## config.mk

```make
export PLATFORM = sky130hd
export DESIGN_NAME = tricolor_sequencer
export DESIGN_NICKNAME = d
export VERILOG_FILES = /design/src/rtl/tricolor_sequencer.sv
export SDC_FILE = /design/constraint.sdc
export NUM_CORES = 1
export LEC_CHECK = 0
export CORE_MARGIN = 5
export CORE_UTILIZATION = 45
export CTS_CLUSTER_SIZE = 30
export DETAILED_ROUTE_END_ITERATION = 10
export HOLD_SLACK_MARGIN = 0.06
export PLACE_DENSITY_LB_ADDON = 0.1
export SLEW_MARGIN = 20
export SYNTH_ARGS = -nofsm -noshare
export SYNTH_HDL_FRONTEND = slang
export SYNTH_SLANG_ARGS = --single-unit
```

## constraint.sdc

```tcl
create_clock -name Sys_CLK -period 3 [get_ports Sys_CLK]
set_clock_uncertainty 0.1 [all_clocks]
set_input_delay 0.3 -clock Sys_CLK [delete_from_list [all_inputs] [get_ports Sys_CLK]]
set_output_delay 0.3 -clock Sys_CLK [all_outputs]
set_load 0.01 [all_outputs]
```

## src/rtl/tricolor_sequencer.sv

```systemverilog
// Three-colour LED mode controller: colour table sequencing, per-channel PWM, status byte.
// Optional macro TCL_REVERSE_EN adds the Key_Prev port for backward stepping.
module tricolor_sequencer #(
    parameter int CLK_HZ     = 50_000_000,
    parameter int STEP_MS    = 500,
    parameter int BREATH_DIV = 100_000,
    parameter int PWM_BITS   = 8
) (
    input  logic       Sys_CLK,
    input  logic       Sys_RST,
    input  logic       Key_Next,
    input  logic       Key_Pause,
`ifdef TCL_REVERSE_EN
    input  logic       Key_Prev,
`endif
    input  logic [1:0] Switch,
    output logic       LED_R,
    output logic       LED_G,
    output logic       LED_B,
    output logic       LED_Run,
    output logic [7:0] Disp_Val,
    output logic [2:0] dbg_state
);
    localparam int STEP_CYC = CLK_HZ / 1000 * STEP_MS;
    localparam int STEP_W   = $clog2(STEP_CYC + 1);
    localparam int BR_W     = $clog2(BREATH_DIV + 1);
    localparam logic [PWM_BITS-1:0] DMAX = '1;

    typedef enum logic [2:0] {
        ST_OFF     = 3'd0,
        ST_MANUAL  = 3'd1,
        ST_AUTO    = 3'd2,
        ST_PAUSED  = 3'd3,
        ST_BREATHE = 3'd4
    } state_t;

    state_t              state, state_n;
    logic [1:0]          sw_meta, sw_sync;
    logic [2:0]          idx, idx_n, idx_key;
    logic [PWM_BITS-1:0] duty, duty_n, pc;
    logic                dir_down, dir_n;
    logic [STEP_W-1:0]   step_cnt, step_n;
    logic [BR_W-1:0]     breath_cnt, breath_n;
    logic [1:0]          cur_mode;
    logic                mode_chg, key_prev, fwd, back, key_any;
    logic [2:0]          mask;

`ifdef TCL_REVERSE_EN
    assign key_prev = Key_Prev;
`else
    assign key_prev = 1'b0;
`endif

    function automatic logic [2:0] inc_idx(input logic [2:0] i);
        return (i == 3'd5) ? 3'd0 : i + 3'd1;
    endfunction

    function automatic logic [2:0] dec_idx(input logic [2:0] i);
        return (i == 3'd0) ? 3'd5 : i - 3'd1;
    endfunction

    // Bit 0 = R, bit 1 = G, bit 2 = B.
    function automatic logic [2:0] color_mask(input logic [2:0] i);
        case (i)
            3'd0:    return 3'b001;
            3'd1:    return 3'b010;
            3'd2:    return 3'b100;
            3'd3:    return 3'b011;
            3'd4:    return 3'b110;
            3'd5:    return 3'b101;
            default: return 3'b000;
        endcase
    endfunction

    assign dbg_state = state;
    assign mask      = color_mask(idx);

    always_comb begin
        case (state)
            ST_MANUAL:           cur_mode = 2'd1;
            ST_AUTO, ST_PAUSED:  cur_mode = 2'd2;
            ST_BREATHE:          cur_mode = 2'd3;
            default:             cur_mode = 2'd0;
        endcase
    end

    // Next and Prev together cancel the index move but still count as a key press.
    assign fwd      = Key_Next & ~key_prev;
    assign back     = key_prev & ~Key_Next;
    assign key_any  = Key_Next | key_prev;
    assign idx_key  = fwd ? inc_idx(idx) : (back ? dec_idx(idx) : idx);
    assign mode_chg = (sw_sync != cur_mode);

    always_comb begin
        state_n  = state;
        idx_n    = idx;
        duty_n   = duty;
        dir_n    = dir_down;
        step_n   = step_cnt;
        breath_n = breath_cnt;
        if (mode_chg) begin
            step_n   = '0;
            breath_n = '0;
            dir_n    = 1'b0;
            case (sw_sync)
                2'd1:    begin state_n = ST_MANUAL;  duty_n = DMAX; end
                2'd2:    begin state_n = ST_AUTO;    duty_n = DMAX; end
                2'd3:    begin state_n = ST_BREATHE; duty_n = '0;   end
                default: begin state_n = ST_OFF;     duty_n = '0;   end
            endcase
        end else begin
            case (state)
                ST_MANUAL: begin
                    duty_n = DMAX;
                    idx_n  = idx_key;
                end
                ST_AUTO: begin
                    duty_n = DMAX;
                    if (key_any) begin
                        idx_n  = idx_key;
                        step_n = '0;
                    end else if (step_cnt == STEP_W'(STEP_CYC - 1)) begin
                        idx_n  = inc_idx(idx);
                        step_n = '0;
                    end else begin
                        step_n = step_cnt + 1'b1;
                    end
                    if (Key_Pause) state_n = ST_PAUSED;
                end
                ST_PAUSED: begin
                    duty_n = DMAX;
                    if (key_any) begin
                        idx_n  = idx_key;
                        step_n = '0;
                    end
                    if (Key_Pause) state_n = ST_AUTO;
                end
                ST_BREATHE: begin
                    if (key_any) idx_n = idx_key;
                    if (breath_cnt == BR_W'(BREATH_DIV - 1)) begin
                        breath_n = '0;
                        if (!dir_down) begin
                            duty_n = duty + 1'b1;
                            if (duty == DMAX - 1'b1) dir_n = 1'b1;
                        end else begin
                            duty_n = duty - 1'b1;
                            // Bottom of the ramp closes one breath and moves to the next colour.
                            if (duty == PWM_BITS'(1)) begin
                                dir_n = 1'b0;
                                if (!key_any) idx_n = inc_idx(idx);
                            end
                        end
                    end else begin
                        breath_n = breath_cnt + 1'b1;
                    end
                end
                default: duty_n = '0;
            endcase
        end
    end

    always_ff @(posedge Sys_CLK or negedge Sys_RST) begin
        if (!Sys_RST) begin
            sw_meta    <= '0;
            sw_sync    <= '0;
            state      <= ST_OFF;
            idx        <= '0;
            duty       <= '0;
            dir_down   <= 1'b0;
            step_cnt   <= '0;
            breath_cnt <= '0;
            pc         <= '0;
            LED_R      <= 1'b0;
            LED_G      <= 1'b0;
            LED_B      <= 1'b0;
            LED_Run    <= 1'b0;
            Disp_Val   <= '0;
        end else begin
            sw_meta    <= Switch;
            sw_sync    <= sw_meta;
            state      <= state_n;
            idx        <= idx_n;
            duty       <= duty_n;
            dir_down   <= dir_n;
            step_cnt   <= step_n;
            breath_cnt <= breath_n;
            pc         <= pc + 1'b1;
            LED_R      <= mask[0] & (pc < duty);
            LED_G      <= mask[1] & (pc < duty);
            LED_B      <= mask[2] & (pc < duty);
            LED_Run    <= (state == ST_AUTO) || (state == ST_BREATHE);
            Disp_Val   <= {2'b00, cur_mode, 1'b0, idx};
        end
    end
endmodule
```

* Word-level counts from Yosys, hierarchy flattened
Index checks and enable logic that the tools add are counted.
** Storage, ports and cells
- Register bits after elaboration :: 78
- Bits in latches :: 0
- Memory bits (writable) :: 0
- Memory bits (read-only) :: 0
- Output and inout bits :: 15
- Logic and storage cells :: 96
- Memories :: 0
** Operators by class
- $add $sub $neg :: 6
- Multipliers :: 0
- Div/mod/pow operators :: 0
- $lt $le $gt $ge :: 1
- Equality and inequality tests :: 22
- Shift operators :: 0
- Mux-type cells :: 36
- Bitwise operators :: 4
- Reduce and logical (&&, ||, !) cells :: 13
** Operators by type and width (count)
- $mux W25 :: 4
- $mux W17 :: 3
- $pmux W25 S2 :: 1
- $mux W3 :: 12
- $mux W8 :: 4
- $add A25 B1 Y25 const B :: 1
- $eq A25 B25 Y1 const B :: 1
- $pmux W3 S6 :: 1
- $add A17 B1 Y17 const B :: 1
- $eq A17 B17 Y1 const B :: 1
- $add A8 B1 Y8 const B :: 2
- $pmux W8 S2 :: 1
- $ne A3 B3 Y1 const B :: 5
- $eq A3 B2 Y1 const B :: 4
- $pmux W3 S4 :: 1
- $eq A3 B3 Y1 const B :: 3
- $pmux W3 S3 :: 1
- $eq A8 B1 Y1 const B :: 1
- $eq A8 B8 Y1 const B :: 1
- $lt A8 B8 Y1 :: 1
- $sub A8 B1 Y8 const B :: 1
- $eq A3 B1 Y1 const B :: 2
- $mux W1 :: 6
- $pmux W2 S3 :: 1
- other kinds (16) :: 23

* Longest topological paths before layout
Gate-level depths: netlist (run 1).
- Depth in word-level cells :: 9
- Mapped depth :: 9
- Mapped depth without buffers :: 7

* Least setup slack after synthesis (run 1)
No wires, ideal clock.
- Path kind :: register to register
- Start point :: register breath_cnt[0]
- End point :: register idx[2]
- Library setup time :: 0.125 ns
- Arrival :: 2.080 ns
- Data required time :: 2.775 ns
- Slack :: 0.695 ns
- Cell stages (with the launch flop) :: 8
- Path buffers :: 0
- Cells stage by stage :: dfrtp_1 > ha_1 > and4_1 > nand4_2 > nor4_4 > nor2_2 > or3_4 > mux2_4
** Between the ends
- Cells in the longest elaborated chain, start to end :: 3
** Ends and longest elaborated chain
- start: declaration :: line 43 : logic [BR_W-1:0] breath_cnt, breath_n;
- start signal: assignment :: line 186 : breath_cnt <= breath_n;
- $eq A17 B17 Y1 :: line 140 : if (breath_cnt == BR_W'(BREATH_DIV - 1)) begin
- $mux W3 :: line 140
- $pmux W3 S4 :: line 112 : case (state)
- end signal: assignment :: line 182 : idx <= idx_n;
- end: declaration :: line 39 : logic [2:0] idx, idx_n, idx_key;
Every way passes these cells.
A chain may end at the register's enable or synchronous reset.

* Worst setup path after layout (run 1)
Same ends and word-level chain as after synthesis.

==> impl_metrics.toml, run 1 <==
[run_status]
status = "finished, final reports clean"

[synth]
synth_edf_count = 0
synth_cell_type_count = 59
yosysWarningCount = 0
synthArstFlopShare_pct = 100
ys.flop_type = "dfrtp_1"
synth_top_family_by_area = "simple AND/OR/NAND/NOR gates"
synthMuxAreaShare_pct = 0.599
ys_ff_latch = 78
syn_avg_cell_area_um2 = 9.31
ys_seq_area_share_pct = 44.5
synth_area_um2 = 4390
synth-adder-area-share_pct = 5.13
synthSimpleGateAreaFrac_pct = 23.8
postSynthCellCount = 471
synth-xor-area-share_pct = 4.99
synth_compound_area_share_pct = 17.2

[drt]
route.detailed.drc = 0
drt_iter0_markers = 157
vias_per_cell = 5.70
drt_first_pass_iters = 5
via_count = 3567
ant_nets = 0
avgRoutedWirePerCell_um = 15.5
wirelength_um = 9720

[critical_path]
end_kind = "register"
cp_max_fo = 5
crit_required_ns = 3.15
cp_slowest_cell = "dfrtp_1"
path_buf_inv = 0
reg2reg_depth = 7
path_class = "register to register"
start_kind = "register"
critPathTopFamily = "simple AND/OR/NAND/NOR gates"
reg2reg_setup_slack_ns = 0.41
startpoint = "breath_cnt[0]"
worstSetupEndpoint = "idx[2]"
r2r-start = "breath_cnt[0]"
rr_endpoint = "idx[2]"
worst_ep_arrival_time_ns = 2.74
cpPeakStageDelay_ns = 0.40
cp_cell_sequence = "ha_1 -> and4_1 -> nand4_2 -> nor4_4 -> nor2_2 -> or3_4 -> mux2_4"
cp.depth = 7

[timing]
fin_crit_sh_pct = 86.5
drv_slew = 0
hold_viol_final = 0
holdWs_ns = 0.256
slew_headroom_pct = 45.6
max_slew.worst_pin.slew_ns = 0.813
fin_crit_ns = 2.59
rsz0062_at_grt = "false"
worst_slack_ns = 0.405
fin_setup_tns_ns = 0
fmax_mhz = 385
final-setup-viol-count = 0

[placement]
placed_cells = 610
port_buffers = 17
placed_cell_area_um2 = 4700
place.gp.congestion = 0.818
dpl_worst_slack_ns = 0.124
dp_hpwl_um = 6730

[floorplanning]
die_h_um = 109
core_area_um2 = 9640
start_util_pct = 45.5
die_w_um = 109
die_area_um2 = 11800
io_pins = 21
rows = 36

[worst_hold_path]
whs_path_depth = 0
holdCritPathClass = "register to register"
hp-start = "sw_meta[1]"

[grt]
grt_max_degree = 79
grt_pass1_vias = 3546
antenna_found_initial = 0
track_usage_pct = 17.8
grt_pass1_wl_um = 16700
gr-total-overflow = 0

[clocking]
clk_pin_slew_worst_paths_ns = 0.08
cts_tree = "built"
cts-root-buf = "clkbuf_8"
cts-buffers-inserted = 9
clockBufferDepth = 2
cts-htree-levels = 3
clock_sinks = 78
clk_latency_ns = 0.36

[power_and_ir_drop]
p_clk_share_pct = 25.2
switchingPower_mw = 0.971
ir_worst_vdd_uv = 197
total_power_mw = 2.84
swShare_pct = 34.1
p_int_mw = 1.87
p_leak_nw = 2.14
powerDensity_nw_per_um2 = 581
power_frac_seq_pct = 45.7
power_frac_comb_pct = 29.1

[run]
maxCapViolCount = 0

[finish]
stdcell_area_um2 = 4890
nets = 513
final_util_pct = 50.8
layout_commonest_cell = "dfrtp_1"
syn2layout_area_growth_pct = 11.6
fin_cells = 626
final_cell_mix = "dfrtp_1, nand2_1, nor2_1, o21ai_1"
n_antenna_cell = 0
drive_above_1_share_pct = 7.10
fillers = 920
==> power groups by stage <==
| stage | combinational [mW] | sequential [mW] | clock (mW) |
|---|---|---|---|
| 2_1_floorplan | 0.538 | 1.30 | 0 |
| 3_3_place_gp | 0.820 | 1.31 | 0 |
| 3_5_place_dp | 0.830 | 1.32 | 0 |
| 4_1_cts | 0.835 | 1.30 | 0.732 |
| 5_1_grt | 0.931 | 1.32 | 0.767 |
| 6_report | 0.828 | 1.30 | 0.717 |
==> registers in the layout, summed over array words and instances, names as in the netlist <==
register and cells:
sw_sync 2, LED_B 1, dbg_state 3, pc 8, Disp_Val 5, dir_down 1, step_cnt 25, breath_cnt 17
duty 8, idx 3, LED_G 1, LED_R 1, LED_Run 1, sw_meta 2
==> what timing repair did <==
item                                    in CTS  in global routing
hold endpoints to repair                    42                  0
endpoints found under the setup margin       0                  8
setup buffers                                0                  0
gates resized for setup                      0                  2
hold buffers                                 1                  0
==> cell type report <==
type	instances	area (um^2)	area share (%)
Multi-Input combinational cell	355	2290	46.8
Sequential cell	78	1950	39.9
Timing Repair Buffer	28	256	5.24
Tap cell	133	166	3.40
Clock buffer	14	163	3.32
Inverter	17	63.8	1.30
Clock inverter	1	5.00	0.102
==> cells in the mapped netlist (3+ instances only) <==
cell      instances  share of area [%]
a21o_1           11                1.9
a21oi_1          16                1.8
a311o_1           6                1.4
a31oi_1          18                2.6
and2_1            6               0.86
and3_1           13                1.9
and4_1            5                1.0
buf_2             3               0.34
buf_4             3               0.51
clkbuf_1         17                1.5
dfrtp_1          78                 44
ha_1             18                5.1
inv_1            16                1.4
nand2_1          43                3.7
nand2b_1          3               0.43
nand3_1          15                1.7
nand4_1          14                2.0
nor2_1           38                3.3
nor2b_1           4               0.57
nor3_1           12                1.4
nor4_1            4               0.57
nor4b_1           9                1.8
nor4bb_1          3               0.68
o21ai_0          18                2.1
o21ai_1          22                2.5
o22ai_1           4               0.57
o31ai_1           3               0.51
or2_1             3               0.43
or3_1             6               0.86
xnor2_1          13                2.6
xor2_1           12                2.4
==> worst min path at each step <==
stage	endpoint	slack (ns)
floorplan	Disp_Val[0]	-0.1
global placement	sw_sync[1]	0.24
detailed placement	sw_sync[1]	0.24
CTS	sw_sync[1]	0.26
global route	sw_sync[1]	0.27
finish	sw_sync[1]	0.26
==> cells by family after synthesis <==
group / Yosys count
AND/OR/NAND/NOR: 189
AO/OA/AOI/OAI: 118
flip-flops: 78
buffers and inverters: 40
XOR/XNOR: 25
adder cells (fa/ha/maj): 18
multiplexers: 2
other: 1
==> layer usage <==
| metal | part of all wire, % | up-vias | track usage (%) | wire length, um |
|---|---|---|---|---|
| met4 | 1.6 | 0 | 8.48 | 157 |
| met5 | 0 | - | 0 | 0 |
| li1 | - | 1748 | - | - |
| met2 | 45 | 59 | 27.7 | 4360 |
| met1 | 50 | 1744 | 24.3 | 4860 |
| met3 | 3.5 | 16 | 2.72 | 340 |
(Power assumes the default switching activity.)
==> inputs of run 2 (changes only) <==
--- a/config.mk
+++ b/config.mk
@@ -15,3 +15,4 @@
 export SYNTH_ARGS = -nofsm -noshare
 export SYNTH_HDL_FRONTEND = slang
 export SYNTH_SLANG_ARGS = --single-unit
+export TNS_END_PERCENT = 30
==> results of run 2 <==
Final layout, timing and power as in run 1 (identical DEF).
